### src/rtl/hourly_strike_generator_if.sv
// Bundle of controls, BCD time digits and chime outputs between the time chain and buzzer driver.
// Pure wiring, no latency of its own.
// No backpressure: every signal is a level or one-cycle strobe.
interface hourly_strike_generator_if;
    logic       EN_work;
    logic       tick_1hz;
    logic       test_strike;
    logic [3:0] sec_low;
    logic [3:0] sec_high;
    logic [3:0] min_low;
    logic [3:0] min_high;
    logic [3:0] hour_low;
    logic [3:0] hour_high;
    logic       Chime;
    logic       Chime_tone;
    logic       busy;
    logic [3:0] strikes_left;

    modport master (
        output EN_work, tick_1hz, test_strike,
        output sec_low, sec_high, min_low, min_high, hour_low, hour_high,
        input  Chime, Chime_tone, busy, strikes_left
    );

    modport slave (
        input  EN_work, tick_1hz, test_strike,
        input  sec_low, sec_high, min_low, min_high, hour_low, hour_high,
        output Chime, Chime_tone, busy, strikes_left
    );
endinterface

### src/rtl/hourly_strike_generator.sv
// Emits a train of N timed strike pulses (with gated tone) at hh:00:00 or on a manual test strike.
// Latency: Chime rises the cycle after the trigger edge; all outputs are registered.
// No backpressure: triggers arriving while a train runs are dropped; EN_work=1 aborts at the next edge.
module hourly_strike_generator #(
    parameter int MODE        = 1,
    parameter int FIXED_COUNT = 3,
    parameter int ON_CYCLES   = 4,
    parameter int OFF_CYCLES  = 3,
    parameter int TONE_HALF   = 1,
    parameter int CNT_W       = 16
) (
    input  logic CLK,
    input  logic RST,
    hourly_strike_generator_if.slave bus
);

    typedef enum logic [1:0] {
        ST_IDLE = 2'd0,
        ST_ON   = 2'd1,
        ST_OFF  = 2'd2
    } state_t;

    localparam logic [3:0]       FIXED_N   = 4'(FIXED_COUNT);
    localparam logic [CNT_W-1:0] ON_LAST   = CNT_W'(ON_CYCLES - 1);
    localparam logic [CNT_W-1:0] OFF_LAST  = CNT_W'(OFF_CYCLES - 1);
    localparam logic [CNT_W-1:0] TONE_LAST = CNT_W'(TONE_HALF - 1);
    localparam logic [CNT_W-1:0] CNT_ONE   = CNT_W'(1);

    state_t           state_q, state_d;
    logic [CNT_W-1:0] phase_q, phase_d;
    logic [CNT_W-1:0] tone_cnt_q, tone_cnt_d;
    logic [3:0]       left_q, left_d;
    logic             tone_q, tone_d;
    logic             chime_q, busy_q;

    logic [7:0] hour_val;
    logic       hour_ok;
    logic       at_top;
    logic [3:0] hour_mod;
    logic [3:0] hour12;
    logic [3:0] strike_n;
    logic       time_trig;
    logic       man_trig;

    // Decode the BCD hour into a 12-hour strike count; invalid digits fall back to the fixed count.
    always_comb begin
        hour_val  = {4'd0, bus.hour_high} * 8'd10 + {4'd0, bus.hour_low};
        hour_ok   = (bus.hour_low <= 4'd9) && (bus.hour_high <= 4'd2) && (hour_val <= 8'd23);
        at_top    = (bus.sec_low == 4'd0) && (bus.sec_high == 4'd0) &&
                    (bus.min_low == 4'd0) && (bus.min_high == 4'd0);
        // For 12..23 the low nibble minus 12 (mod 16) equals hour-12, which always fits in 4 bits.
        hour_mod  = (hour_val >= 8'd12) ? (hour_val[3:0] - 4'd12) : hour_val[3:0];
        hour12    = (hour_mod == 4'd0) ? 4'd12 : hour_mod;
        strike_n  = ((MODE == 1) && hour_ok) ? hour12 : FIXED_N;
        time_trig = bus.tick_1hz && !bus.EN_work && at_top && hour_ok;
        man_trig  = bus.test_strike && !bus.EN_work;
    end

    // Next-state logic: strike/gap phase timing, strike countdown and tone toggling.
    always_comb begin
        state_d    = state_q;
        phase_d    = phase_q;
        tone_cnt_d = tone_cnt_q;
        left_d     = left_q;
        tone_d     = 1'b0;
        if (bus.EN_work) begin
            state_d    = ST_IDLE;
            phase_d    = '0;
            tone_cnt_d = '0;
            left_d     = 4'd0;
        end else begin
            case (state_q)
                ST_IDLE: begin
                    if (time_trig || man_trig) begin
                        state_d    = ST_ON;
                        phase_d    = '0;
                        tone_cnt_d = '0;
                        left_d     = strike_n;
                        tone_d     = 1'b1;
                    end
                end
                ST_ON: begin
                    if (phase_q == ON_LAST) begin
                        phase_d    = '0;
                        tone_cnt_d = '0;
                        left_d     = left_q - 4'd1;
                        state_d    = (left_q == 4'd1) ? ST_IDLE : ST_OFF;
                    end else begin
                        phase_d = phase_q + CNT_ONE;
                        if (tone_cnt_q == TONE_LAST) begin
                            tone_cnt_d = '0;
                            tone_d     = ~tone_q;
                        end else begin
                            tone_cnt_d = tone_cnt_q + CNT_ONE;
                            tone_d     = tone_q;
                        end
                    end
                end
                ST_OFF: begin
                    if (phase_q == OFF_LAST) begin
                        state_d    = ST_ON;
                        phase_d    = '0;
                        tone_cnt_d = '0;
                        tone_d     = 1'b1;
                    end else begin
                        phase_d = phase_q + CNT_ONE;
                    end
                end
                default: begin
                    state_d    = ST_IDLE;
                    phase_d    = '0;
                    tone_cnt_d = '0;
                    left_d     = 4'd0;
                end
            endcase
        end
    end

    // State, counters and registered outputs; reset clears everything asynchronously.
    always_ff @(posedge CLK or posedge RST) begin
        if (RST) begin
            state_q    <= ST_IDLE;
            phase_q    <= '0;
            tone_cnt_q <= '0;
            left_q     <= 4'd0;
            tone_q     <= 1'b0;
            chime_q    <= 1'b0;
            busy_q     <= 1'b0;
        end else begin
            state_q    <= state_d;
            phase_q    <= phase_d;
            tone_cnt_q <= tone_cnt_d;
            left_q     <= left_d;
            tone_q     <= tone_d;
            chime_q    <= (state_d == ST_ON);
            busy_q     <= (state_d != ST_IDLE);
        end
    end

    assign bus.Chime        = chime_q;
    assign bus.Chime_tone   = tone_q;
    assign bus.busy         = busy_q;
    assign bus.strikes_left = left_q;

endmodule
### src/flat_wrapper.sv
// flat-port wrapper written by rule: the top's interface ports become plain ports
module hourly_strike_generator_flat 
#(
    parameter int MODE        = 1,
    parameter int FIXED_COUNT = 3,
    parameter int ON_CYCLES   = 4,
    parameter int OFF_CYCLES  = 3,
    parameter int TONE_HALF   = 1,
    parameter int CNT_W       = 16
)
  (CLK, RST, bus_EN_work, bus_tick_1hz, bus_test_strike, bus_sec_low, bus_sec_high, bus_min_low, bus_min_high, bus_hour_low, bus_hour_high, bus_Chime, bus_Chime_tone, bus_busy, bus_strikes_left);
  hourly_strike_generator_if bus_i ();
  input  logic CLK;
  input  logic RST;
  input wire logic [$bits(bus_i.EN_work)-1:0] bus_EN_work;
  input wire logic [$bits(bus_i.tick_1hz)-1:0] bus_tick_1hz;
  input wire logic [$bits(bus_i.test_strike)-1:0] bus_test_strike;
  input wire logic [$bits(bus_i.sec_low)-1:0] bus_sec_low;
  input wire logic [$bits(bus_i.sec_high)-1:0] bus_sec_high;
  input wire logic [$bits(bus_i.min_low)-1:0] bus_min_low;
  input wire logic [$bits(bus_i.min_high)-1:0] bus_min_high;
  input wire logic [$bits(bus_i.hour_low)-1:0] bus_hour_low;
  input wire logic [$bits(bus_i.hour_high)-1:0] bus_hour_high;
  output wire logic [$bits(bus_i.Chime)-1:0] bus_Chime;
  output wire logic [$bits(bus_i.Chime_tone)-1:0] bus_Chime_tone;
  output wire logic [$bits(bus_i.busy)-1:0] bus_busy;
  output wire logic [$bits(bus_i.strikes_left)-1:0] bus_strikes_left;
  assign bus_i.EN_work = bus_EN_work;
  assign bus_i.tick_1hz = bus_tick_1hz;
  assign bus_i.test_strike = bus_test_strike;
  assign bus_i.sec_low = bus_sec_low;
  assign bus_i.sec_high = bus_sec_high;
  assign bus_i.min_low = bus_min_low;
  assign bus_i.min_high = bus_min_high;
  assign bus_i.hour_low = bus_hour_low;
  assign bus_i.hour_high = bus_hour_high;
  assign bus_Chime = bus_i.Chime;
  assign bus_Chime_tone = bus_i.Chime_tone;
  assign bus_busy = bus_i.busy;
  assign bus_strikes_left = bus_i.strikes_left;
  hourly_strike_generator #(.MODE(MODE), .FIXED_COUNT(FIXED_COUNT), .ON_CYCLES(ON_CYCLES), .OFF_CYCLES(OFF_CYCLES), .TONE_HALF(TONE_HALF), .CNT_W(CNT_W)) u_core (.CLK(CLK), .RST(RST), .bus(bus_i));
endmodule
### config.mk
export PLATFORM = sky130hd
export DESIGN_NAME = hourly_strike_generator_flat
export DESIGN_NICKNAME = d
export VERILOG_FILES = /design/src/rtl/hourly_strike_generator_if.sv /design/src/rtl/hourly_strike_generator.sv /design/src/flat_wrapper.sv
export SDC_FILE = /design/constraint.sdc
export NUM_CORES = 1
export LEC_CHECK = 0
export ABC_AREA = 1
export CAP_MARGIN = 20
export CORE_ASPECT_RATIO = 1.5
export CORE_MARGIN = 5
export CORE_UTILIZATION = 60
export CTS_CLUSTER_DIAMETER = 150
export DETAILED_ROUTE_END_ITERATION = 16
export GPL_TIMING_DRIVEN = 0
export PLACE_DENSITY = 0.9
export SLEW_MARGIN = 0
export SYNTH_ARGS = -nofsm -noshare
export SYNTH_HDL_FRONTEND = slang
export SYNTH_SLANG_ARGS = --single-unit
### constraint.sdc
create_clock -name CLK -period 3.7 [get_ports CLK]
set_input_delay 0.555 -clock CLK [delete_from_list [all_inputs] [get_ports CLK]]
set_output_delay 0.555 -clock CLK [all_outputs]
set_load 0.02 [all_outputs]
## Word-level counts from Yosys, hierarchy flattened

Index checks and enable logic that the tools add are counted.

- Register bits after elaboration: 41
- Input bits: 29
- Word-level logic and storage cells: 79

- $add $sub $neg: 5
- Multipliers: 1
- Magnitude comparators: 4
- Equality and inequality tests: 11
- Muxes and demuxes: 29
- Bitwise gates (word level): 1
- Reduce and logical (&&, ||, !) cells: 21

Operator list:

| kind | count |
|---|---|
| $mux 16 | 8 |
| $pmux 16 s3 | 2 |
| $add 16x1->16 const B | 2 |
| $eq 16x2->1 const B | 2 |
| $mux 4 | 6 |
| $logic_not 4->1 | 5 |
| $logic_not 16->1 | 1 |
| $pmux 4 s3 | 1 |
| $mux 2 | 5 |
| $logic_and 1x1->1 | 9 |
| $ne 3x2->1 const B | 3 |
| $add 8x4->8 | 1 |
| $ge 8x4->1 const B | 1 |
| $le 8x5->1 const B | 1 |
| $mul 4x3->7 const B | 1 |
| $pmux 2 s3 | 1 |
| $mux 1 | 5 |
| $eq 2x1->1 const B | 2 |
| $eq 4x1->1 const B | 1 |
| $le 4x2->1 const B | 1 |
| $le 4x4->1 const B | 1 |
| $ne 4x2->1 const B | 1 |
| $sub 4x1->4 const B | 1 |
| $sub 4x4->4 const B | 1 |
| 10 further kinds | 10 |

## Logic depth before layout (Yosys ltp)

Gate-level depths: netlist of the first run.

- Word-level depth: 11
- Gate-level depth with buffers: 19
- Mapped depth without buffers: 19

## Worst setup path before layout of the first run

Ideal clock, no wire load.

- Path kind: input-to-reg
- From: input port bus_hour_high[1]
- To: register u_core.phase_q[5]
- Setup time: 0.119 ns
- Data arrival time: 2.643 ns
- Slack: 0.938 ns
- Stages on the path: 17
- Buffers on the path: 1
- Cells stage by stage: ha_1 -> ha_1 -> inv_1 -> fa_1 -> nor2_4 -> nand2_1 -> clkinv_1 -> nand3_2 -> nand2_2 -> nand2_2 -> nor2_4 -> nand2_2 -> nand3_4 -> buf_4 -> nand3_1 -> nand2_1 -> nor2_1

- Word-level cells in the longest chain between the ends: 7
- Elaborated cells on any way between the ends: 9
- Classes of those cells: 1 x add/sub; 1 x mul; 2 x order compare; 1 x eq/ne; 4 x reduce/logical

Ends and longest elaborated chain:

| item | RTL line | text |
|---|---|---|
| start, declared | flat_wrapper.sv:23 | `input wire logic [$bits(bus_i.hour_high)-1:0] bus_hour_high;` |
| $mul 4x3->7 | hourly_strike_generator.sv:47 | `hour_val = {4'd0, bus.hour_high} * 8'd10 + {4'd0, bus.hour_low};` |
| $add 8x4->8 | hourly_strike_generator.sv:47 |  |
| $le 8x5->1 | hourly_strike_generator.sv:48 | `hour_ok = (bus.hour_low <= 4'd9) && (bus.hour_high <= 4'd2) && (hour_val <= 8'd23);` |
| $logic_and 1x1->1 * | hourly_strike_generator.sv:48 |  |
| $logic_and 1x1->1 * | hourly_strike_generator.sv:55 | `time_trig = bus.tick_1hz && !bus.EN_work && at_top && hour_ok;` |
| $logic_or 1x1->1 * | hourly_strike_generator.sv:74 | `if (time_trig \|\| man_trig) begin` |
| $ne 3x2->1 (no source line) * | -- |  |
| end signal, assigned | hourly_strike_generator.sv:131 | `phase_q <= phase_d;` |
| end, declared | hourly_strike_generator.sv:30 | `logic [CNT_W-1:0] phase_q, phase_d;` |

Every way passes the cells marked *; elsewhere a longest branch is shown, timed or not.
A chain may end at the register's enable or synchronous reset.

## Worst setup path after layout of the first run

- From: input port bus_hour_high[1]
- To: register u_core.tone_cnt_q[13]

- Word-level cells in the longest chain between the ends: 8
- Elaborated cells on any way between the ends: 10
- Classes of those cells: 1 x add/sub; 1 x mul; 2 x order compare; 1 x eq/ne; 5 x reduce/logical

Ends and longest elaborated chain:

| item | RTL line | text |
|---|---|---|
| $mul 4x3->7 | hourly_strike_generator.sv:47 |  |
| $add 8x4->8 | hourly_strike_generator.sv:47 |  |
| $le 8x5->1 | hourly_strike_generator.sv:48 |  |
| $logic_and 1x1->1 * | hourly_strike_generator.sv:48 |  |
| $logic_and 1x1->1 * | hourly_strike_generator.sv:55 |  |
| $logic_or 1x1->1 * | hourly_strike_generator.sv:74 |  |
| $ne 3x2->1 (no source line) * | -- |  |
| $reduce_and 2->1 (no source line) * | -- |  |
| end signal, assigned | hourly_strike_generator.sv:132 | `tone_cnt_q <= tone_cnt_d;` |
| end, declared | hourly_strike_generator.sv:31 | `logic [CNT_W-1:0] tone_cnt_q, tone_cnt_d;` |

Marked as above.

==> results.cfg, run 1 <==
[global_routing]
grt_start_max_net_pins = 42
grt_pass1_vias = 3482
grt_pass1_wl_mm = 14.63
grt_usage_pct = 24.59
grt-ovfl-total = 0
antenna_found_initial = 0

[clocking]
cts_hold_buf = 0
cts_resized = 0
cts_buffer_depth = 2
post_cts_buffers = 0
cts_tree = yes
clock-root-buffer = clkbuf_8
clkTransAtPathRegs_ps = 70
cts.sinks = 41
insertion_delay_ps = 300
htreeDepth = 2
cts_buffers = 5

[yosys]
synth_fp_nets = 554
synth.avg_cell_area_um2 = 6.775
synth_top_area_share_pct = 30.05
ys_ff_latch = 41
syn_inst = 504
synth_warnings = 0
synth.yosys.seq_area_share_pct = 30.05
yosysUniqueCellTypes = 35
synth.area.top_cells = dfrtp_1, nand2_1, nand3_1
synth.largest_area_cell = dfrtp_1
synth_area_um2 = 3415

[worst_setup_path]
crit_fanout = 10
path_delay_family = simple AND/OR/NAND/NOR gates
worstPathRequired_ps = 3910
critPathLaunchType = primary input
crit_top_cell = nand2_2
cp_data_arrival_time_ps = 3570
crit_chain = clkdlybuf4s50_1 > ha_1 > ha_1 > inv_1 > fa_1 > nor2_4 > nand2_1 > clkinv_1 > nand3_2 > nand2_2 > nand2_2 > nor2_4 > nand2_2 > nand3_4 > nand2_4 > inv_4 > buf_6 > nand3_1 > o21ai_1
max_stage_delay_ps = 500
endpoint_kind = flip-flop
criticalPathCategory = in2reg
r2r_cells = 8
cp.buffers_inverters = 5
cp_slowest_cell = clkdlybuf4s50_1
cp.depth = 19

[sta]
finalSetupTns_ps = 0
timing.final.crit_share_pct = 90.74
setup_violations = 0
worst_pin_slew_ps = 867.0
slew_viol_final = 0
rsz0062_at_grt = false
hold_viol = 0
slew_headroom_pct = 42.11
finalCriticalPeriod_ps = 3357
max_freq_mhz = 297.9
clock_skew_ps = 13.66

[floorplan]
die_area_um2 = 7331
dieHeight_um = 102.4
num_rows = 33
start_util_pct = 62.18
pin_count = 36
die_x_um = 71.60
core_um2 = 5492

[placed_design]
dpl_cell_area_um2 = 3842
place.gp.congestion = 0.9380
hpwl_mm = 6.616
placed_cells = 608
numPortBuffers = 34

[detailed_routing]
via_per_inst = 5.687
drcViolationCount = 0
finalWirelength_mm = 8.479
wl_met2_mm = 4.598
wl_per_cell_um = 13.76
met1_length_mm = 3.290
drt-initial-drc-count = 214
wl_met3_um = 335
ant_nets = 0
drt_first_pass_iters = 6
vias = 3503
routed.top_layer = met4

[pwr]
vdd_drop_max_v = 0.0002437
powerDensity_nw_per_um2 = 266.2
p_leak_uw = 0.001772

[cells_and_area]
fill_cells = 434
fin_nets = 595
instances_no_fill = 616
antennaDiodeCount = 0
fin_area_um2 = 3944
drive_above_1_share_pct = 5.861
area_delta_synth_final_pct = 15.50

[status]
status = completed

[worst_hold_path]
holdPathStages = 2
min_path_type = reg2reg

[flow_run]
cap_viol_max_count = 0
final timing paths:
check / startpoint / endpoint / slack (ps)
worst min register to register: u_core.bus.strikes_left[3] / u_core.bus.strikes_left[3] / 540
worst max register to register: u_core.phase_q[1] / u_core.phase_q[10] / 1700
max in group asynchronous: RST / u_core.phase_q[1] / 2390
worst min-delay path: u_core.bus.strikes_left[3] / u_core.bus.strikes_left[3] / 540
worst max-delay path: bus_hour_high[1] / u_core.tone_cnt_q[13] / 340
min in group asynchronous: RST / u_core.tone_cnt_q[8] / 750
cells in the mapped netlist:
master      n
a21oi_1    15
a31oi_1     1
and2_1      2
and3_1      1
buf_1       1
buf_2       4
buf_4       1
buf_6       3
clkbuf_1    4
clkinv_1    3
dfrtp_1    41
fa_1        2
ha_1       19
inv_1      59
inv_2       1
inv_4       1
nand2_1   123
nand2_2     5
nand2_4     1
nand3_1    59
nand3_2     1
nand3_4     1
nand4_1    21
nor2_1     44
nor2_4      2
nor3_1     23
nor3b_1     5
nor4_1      3
nor4_4      1
o21ai_0    22
o21ai_1    16
or2_1       1
or2_2       2
xnor2_1     1
xor2_1     15
kinds of logic (layout without fill, tap and decap cells):
family	count (synthesis)	after routing	synth area share (%)
and+or+nand+nor	295	295	40.31
adders and majority gates	21	21	8.135
buffers and inverters	77	119	9.454
DFF	41	41	30.05
xor gates and xnor gates	16	16	4.104
AOI/OAI and AO/OA	54	54	7.952
power by group:
group | total [uW] | internal, uW | leakage (uW) | switching [uW]
Combinational | 262 | 104 | 0.00115 | 159
Sequential | 465 | 456 | 0.000567 | 9.21
Clock | 322 | 169 | 0.0000542 | 153
Total | 1050 | 729 | 0.00177 | 321
cells in the final DEF, fill, tap and decap left out, types with 3 or more instances in the layout:
cell type and n:
xor2_1 15, nor3_1 23, nor2_1 44, dfrtp_1 41, a21oi_1 15, nor4_1 3
nor3b_1 5, clkbuf_1 4, o21ai_0 22, buf_2 4, nand2_1 123, nand3_1 59
ha_1 19, nand4_1 21, clkbuf_8 7, o21ai_1 16, nand2_2 5, inv_1 58
buf_6 3, clkinv_1 3, clkdlybuf4s50_1 34
worst register-to-register path: cells and delay by family (launching register included):
kind / cells / cell delay [ps]
buffers and inverters: 1 / 90
DFF: 1 / 430
adders and majority gates: 1 / 210
and+or+nand+nor: 6 / 1200
metrics by stage:
stage / setup WS (ps) / util [%] / hold slack [ps] / power, uW
after global placement: 150.1 / 69.97 / 500.2 / 726.4
after detailed placement: 48.60 / 69.97 / 512.4 / 734.9
after CTS: 339.5 / 71.82 / 530.1 / 1055
after floorplan: 938.2 / - / 485.9 / 643.8
after global routing: 106.5 / 71.82 / 570.2 / 1112
final: 342.6 / 71.82 / 536.5 / 1050
registers in the layout, indices dropped and copies added, names as in the netlist:
signal and count:
u_core.bus.Chime 1, u_core.bus.Chime_tone 1, u_core.bus.busy 1, u_core.bus.strikes_left 4, u_core.phase_q 16, u_core.state_q 2
u_core.tone_cnt_q 16
cell type report:
| cell class | instances | area (um2) | share of cell area, % |
|---|---|---|---|
| clock buffers | 7 | 96.34 | 2.443 |
| inverters | 64 | 242.7 | 6.155 |
| flip-flops and latches | 41 | 1026 | 26.02 |
| plain buffers | 13 | 80.08 | 2.030 |
| repair buffers | 34 | 340.3 | 8.629 |
| well taps | 70 | 87.58 | 2.221 |
| multi-input cells | 386 | 2066 | 52.38 |
| clock inverters | 1 | 5.005 | 0.1269 |
routing by layer:
metal / vias up / GRT usage (%)
li1: 1743 / -
met2: 112 / 46.74
met4: 0 / 12.16
met5: - / 0
met3: 32 / 3.642
met1: 1616 / 25.90
Note: power is estimated with default switching activity, not from simulation.
==> run 2, diff against run 1 <==
- DONT_BUFFER_PORTS: unset -> 1
- PLACE_DENSITY: 0.9 -> 0.82
==> results.cfg, run 2 (synthesis gave the netlist of run 1 again) <==
[status]
status = completed

[detailed_routing]
ant_nets = 0
drcViolationCount = 0
drt-initial-drc-count = 196
wl_per_cell_um = 14.44
vias = 3410
finalWirelength_mm = 8.406
via_per_inst = 5.859
drt_first_pass_iters = 5

[clocking]
cts_tree = yes
clock-root-buffer = clkbuf_8
cts.sinks = 41
post_cts_buffers = 0
insertion_delay_ps = 300
htreeDepth = 2
cts_buffers = 5
cts_buffer_depth = 2
cts_resized = 0
clkTransAtPathRegs_ps = 90
cts_hold_buf = 0

[placed_design]
place.gp.congestion = 0.9327
hpwl_mm = 6.401
numPortBuffers = 0
placed_cells = 574

[sta]
finalCriticalPeriod_ps = 2779
max_freq_mhz = 359.9
slew_headroom_pct = 41.98
setup_violations = 0
clock_skew_ps = 7.304
timing.final.crit_share_pct = 75.11
slew_viol_final = 0
worst_pin_slew_ps = 869.0
hold_viol = 0
rsz0062_at_grt = false
finalSetupTns_ps = 0

[floorplan]
pin_count = 36
start_util_pct = 62.18
dieHeight_um = 102.4
die_area_um2 = 7331
num_rows = 33
die_x_um = 71.60
core_um2 = 5492

[global_routing]
grt_use_met1_pct = 24.63
grt_pass1_wl_mm = 14.32
grt_start_max_net_pins = 42
gr-max-usage-layer = met2
antenna_found_initial = 0
grt-ovfl-total = 0
grt_usage_pct = 24.39
grt_util_met3_pct = 3.346
use_met2_pct = 48.30
grt_pass1_vias = 3359

[worst_setup_path]
reg2reg_slack_ps = 1640
timing.rr.start = u_core.phase_q[1]
critPathLaunchType = primary input
criticalPathCategory = in2reg
endpoint_kind = flip-flop
cp-startpoint = bus_hour_high[1]
worstPathRequired_ps = 3930
crit_fanout = 10
cp_data_arrival_time_ps = 3010

[cells_and_area]
final_core_util_pct = 65.35
regArea_um2 = 1026
final_common_cell = nand2_1
multi_input_area_um2 = 2066
instances_no_fill = 582
antennaDiodeCount = 0
fin_nets = 561
drive_above_1_share_pct = 6.250
layout_common_cells = nand2_1, nand3_1, inv_1, nor2_1, dfrtp_1
area_delta_synth_final_pct = 5.093
fill_cells = 510

[pwr]
powerDensity_nw_per_um2 = 274.3
power_frac_comb_pct = 21.1
p_leak_uw = 0.001631
clockPowerShare_pct = 30.7
swShare_pct = 33.61
internal-power_uw = 653.5
p_seq_share_pct = 48.2
power.switching_uw = 330.9
vdd_drop_max_v = 0.0001855

[worst_hold_path]
min_path_type = in2async

[flow_run]
cap_viol_max_count = 0
==> run 2: per-layer routing <==
layer / share of wire, % / routed length, um
met4: 3.6 / 303
met5: 0 / 0
met1: 37 / 3106
met3: 4.5 / 377
met2: 55 / 4619
==> run 2: cell type report <==
type,count,area share [%]
Clock buffer,5,1.918
Buffer,13,2.232
Inverter,64,6.764
Tap cell,70,2.441
Clock inverter,3,0.4881
Sequential cell,41,28.59
Multi-Input combinational cell,386,57.57
==> run 2: power groups by stage <==
| stage | Sequential (uW) | Clock (uW) | Combinational (uW) |
|---|---|---|---|
| finish | 475 | 302 | 208 |
| global route | 476 | 331 | 237 |
| CTS | 475 | 307 | 208 |
| detailed placement | 484 | 0 | 207 |
| global placement | 483 | 0 | 200 |
| floorplan | 481 | 0 | 163 |
==> run 2: path summary, 6_finish.rpt <==
| check | to | depth (start not counted) |
|---|---|---|
| max in group asynchronous | u_core.bus.strikes_left[3] | 1 |
| worst max-delay path | u_core.tone_cnt_q[13] | 18 |
| worst max register to register | u_core.phase_q[12] | 10 |
| min in group CLK | u_core.phase_q[15] | 2 |
| worst min-delay path | u_core.phase_q[7] | 1 |
| worst min register to register | u_core.phase_q[15] | 2 |
==> run 2: worst max-delay path: stages <==
cell	delay [ps]
ha_1	270
ha_1	220
inv_1	70
fa_1	490
nor2_4	200
nand2_1	90
clkinv_1	60
nand3_2	50
nand2_2	110
nand2_2	70
nor2_4	140
nand2_2	90
nand3_4	140
nand2_4	60
inv_4	90
buf_6	140
nand3_1	70
o21ai_1	80
==> run 2: through the flow <==
step	hold slack, ps	total power (uW)	setup WS (ps)	instance area [um2]
after detailed placement	530.5	690.9	593.9	3502
after floorplan	485.9	643.8	938.2	3415
final	310.3	984.4	921.1	3588
after global placement	513.6	683.7	670.3	3502
after CTS	343.6	990.7	905.9	3588
after global routing	376.3	1044	672.7	3588
==> run 3, diff against run 2 <==
- clock period: 3.7 -> 2.72 ns (I/O delays scaled with it)
==> results.cfg, run 3 (synthesis gave the netlist of run 1 again) <==
[pwr]
power_uw = 1379
vdd_drop_max_v = 0.0002661
powerDensity_nw_per_um2 = 370.0
p_leak_uw = 0.001696

[global_routing]
grt_usage_pct = 24.39
grt_pass1_vias = 3359
grt_start_max_net_pins = 42
antenna_found_initial = 0
grt_pass1_wl_mm = 14.32
grt-ovfl-total = 0

[detailed_routing]
drt_first_pass_iters = 5
ant_nets = 0
drt-initial-drc-count = 275
wl_per_cell_um = 14.73
finalWirelength_mm = 8.675
vias = 3417
drcViolationCount = 0
via_per_inst = 5.801

[clocking]
cts_hold_buf = 0
cts_tree = yes
cts_buffers = 5
clock-root-buffer = clkbuf_8
cts_buffer_depth = 2
cts.sinks = 41
insertion_delay_ps = 300
clkTransAtPathRegs_ps = 90
htreeDepth = 2

[sta]
worst_pin_slew_ps = 870.6
hold_viol = 0
timing.final.crit_share_pct = 94.91
hold_ws_ps = 160.6
clock_skew_ps = 10.34
slew_viol_final = 0
max_freq_mhz = 387.4
slew_headroom_pct = 41.88
rsz0062_at_grt = true
finalCriticalPeriod_ps = 2582
setup_violations = 0

[worst_hold_path]
min_path_type = in2async

[worst_setup_path]
crit_top_cell = nand2_2
crit_chain = ha_1 > ha_2 > inv_2 > fa_2 > nor2_4 > buf_4 > nand3_1 > nand2_1 > nand2_2 > nand2_2 > nor2_4 > nand2_2 > nand3_4 > nand2_4 > clkinv_8 > buf_8 > nand3_1 > o21ai_1
cp_slowest_cell = fa_2
worstPathRequired_ps = 2900
critPathLaunchType = primary input
crit_fanout = 8
max_stage_delay_ps = 480
cp_data_arrival_time_ps = 2770
criticalPathCategory = in2reg
endpoint_kind = flip-flop

[floorplan]
core_um2 = 5492
start_util_pct = 62.18
num_rows = 33
dieHeight_um = 102.4
die_area_um2 = 7331
die_x_um = 71.60
pin_count = 36

[cells_and_area]
layout_common_cells = nand2_1, nand3_1, inv_1, nor2_1, dfrtp_1
drive_above_1_share_pct = 8.285
area_delta_synth_final_pct = 9.124
multi_input_area_um2 = 2073
fin_area_um2 = 3726
fin_nets = 568
final_core_util_pct = 67.85
regArea_um2 = 1026
final_common_cell = nand2_1
fill_cells = 492
antennaDiodeCount = 0

[placed_design]
place.gp.congestion = 0.9327
hpwl_mm = 6.401
numPortBuffers = 0
dpl_cell_area_um2 = 3502

[flow_run]
cap_viol_max_count = 0

[status]
status = completed
## run 3: cell count changes in the layout (fill, tap and decap cells not counted), moves of 2 or more
cell	change
buf_8	+3
clkbuf_16	+3
buf_6	-2
buf_4	+3
## run 3: area by class of cell
class / instances / area share, %
timing repair buffer: 7 / 2.921
tap: 70 / 2.351
inverter: 64 / 6.783
clock inverter: 3 / 0.4701
clock buffer: 5 / 1.847
sequential: 41 / 27.54
multi-input combinational: 386 / 55.64
buffer: 13 / 2.451
## run 3: worst max-delay path, delay by kind of cell
| family | cells | cell delay (ps) |
|---|---|---|
| adders and majority gates | 3 | 940 |
| buffers and inverters | 4 | 420 |
| AOI/OAI and AO/OA | 1 | 70 |
| and+or+nand+nor | 10 | 910 |
## run 3: what timing repair did
item	4_1_cts	5_1_grt
setup endpoints to repair	0	35
gates resized for setup	0	12
buffers inserted	0	4
## run 3: worst paths after layout
check / from / end / slack (ps) / cells past startpoint
max: bus_hour_high[1] / u_core.tone_cnt_q[13] / 140 / 18
min: RST / u_core.phase_q[7] / 160 / 1
max reg2reg: u_core.phase_q[1] / u_core.phase_q[10] / 640 / 8
min reg2reg: u_core.phase_q[15] / u_core.phase_q[15] / 540 / 2
max in group asynchronous: RST / u_core.bus.strikes_left[1] / 2010 / 1
min in group CLK: bus_hour_low[0] / u_core.bus.strikes_left[0] / 470 / 4
## run 3: power breakdown
part / internal (uW) / leakage [uW] / switching, uW
combinational: 120 / 0.00108 / 202
clock: 178 / 0.0000439 / 234
sequential: 620 / 0.000567 / 25.6
## run 3: through the flow
step / setup TNS, ps / std cells / setup WS [ps]
floorplan: 0 / 504 / 105.2
global placement: -4069 / 574 / -162.7
detailed placement: -6594 / 574 / -239.1
CTS: 0 / 582 / 72.86
global route: -133.4 / 589 / -25.64
finish: 0 / 589 / 138.4
## run 3: per-layer routing
layer / vias to the layer above / share of wire [%] / global-route usage [%]
met3: 34 / 4.3 / 3.346
met1: 1585 / 36 / 24.63
met2: 117 / 56 / 48.30
li1: 1681 / - / -
met4: 0 / 3.7 / 11.00
met5: - / 0 / 0
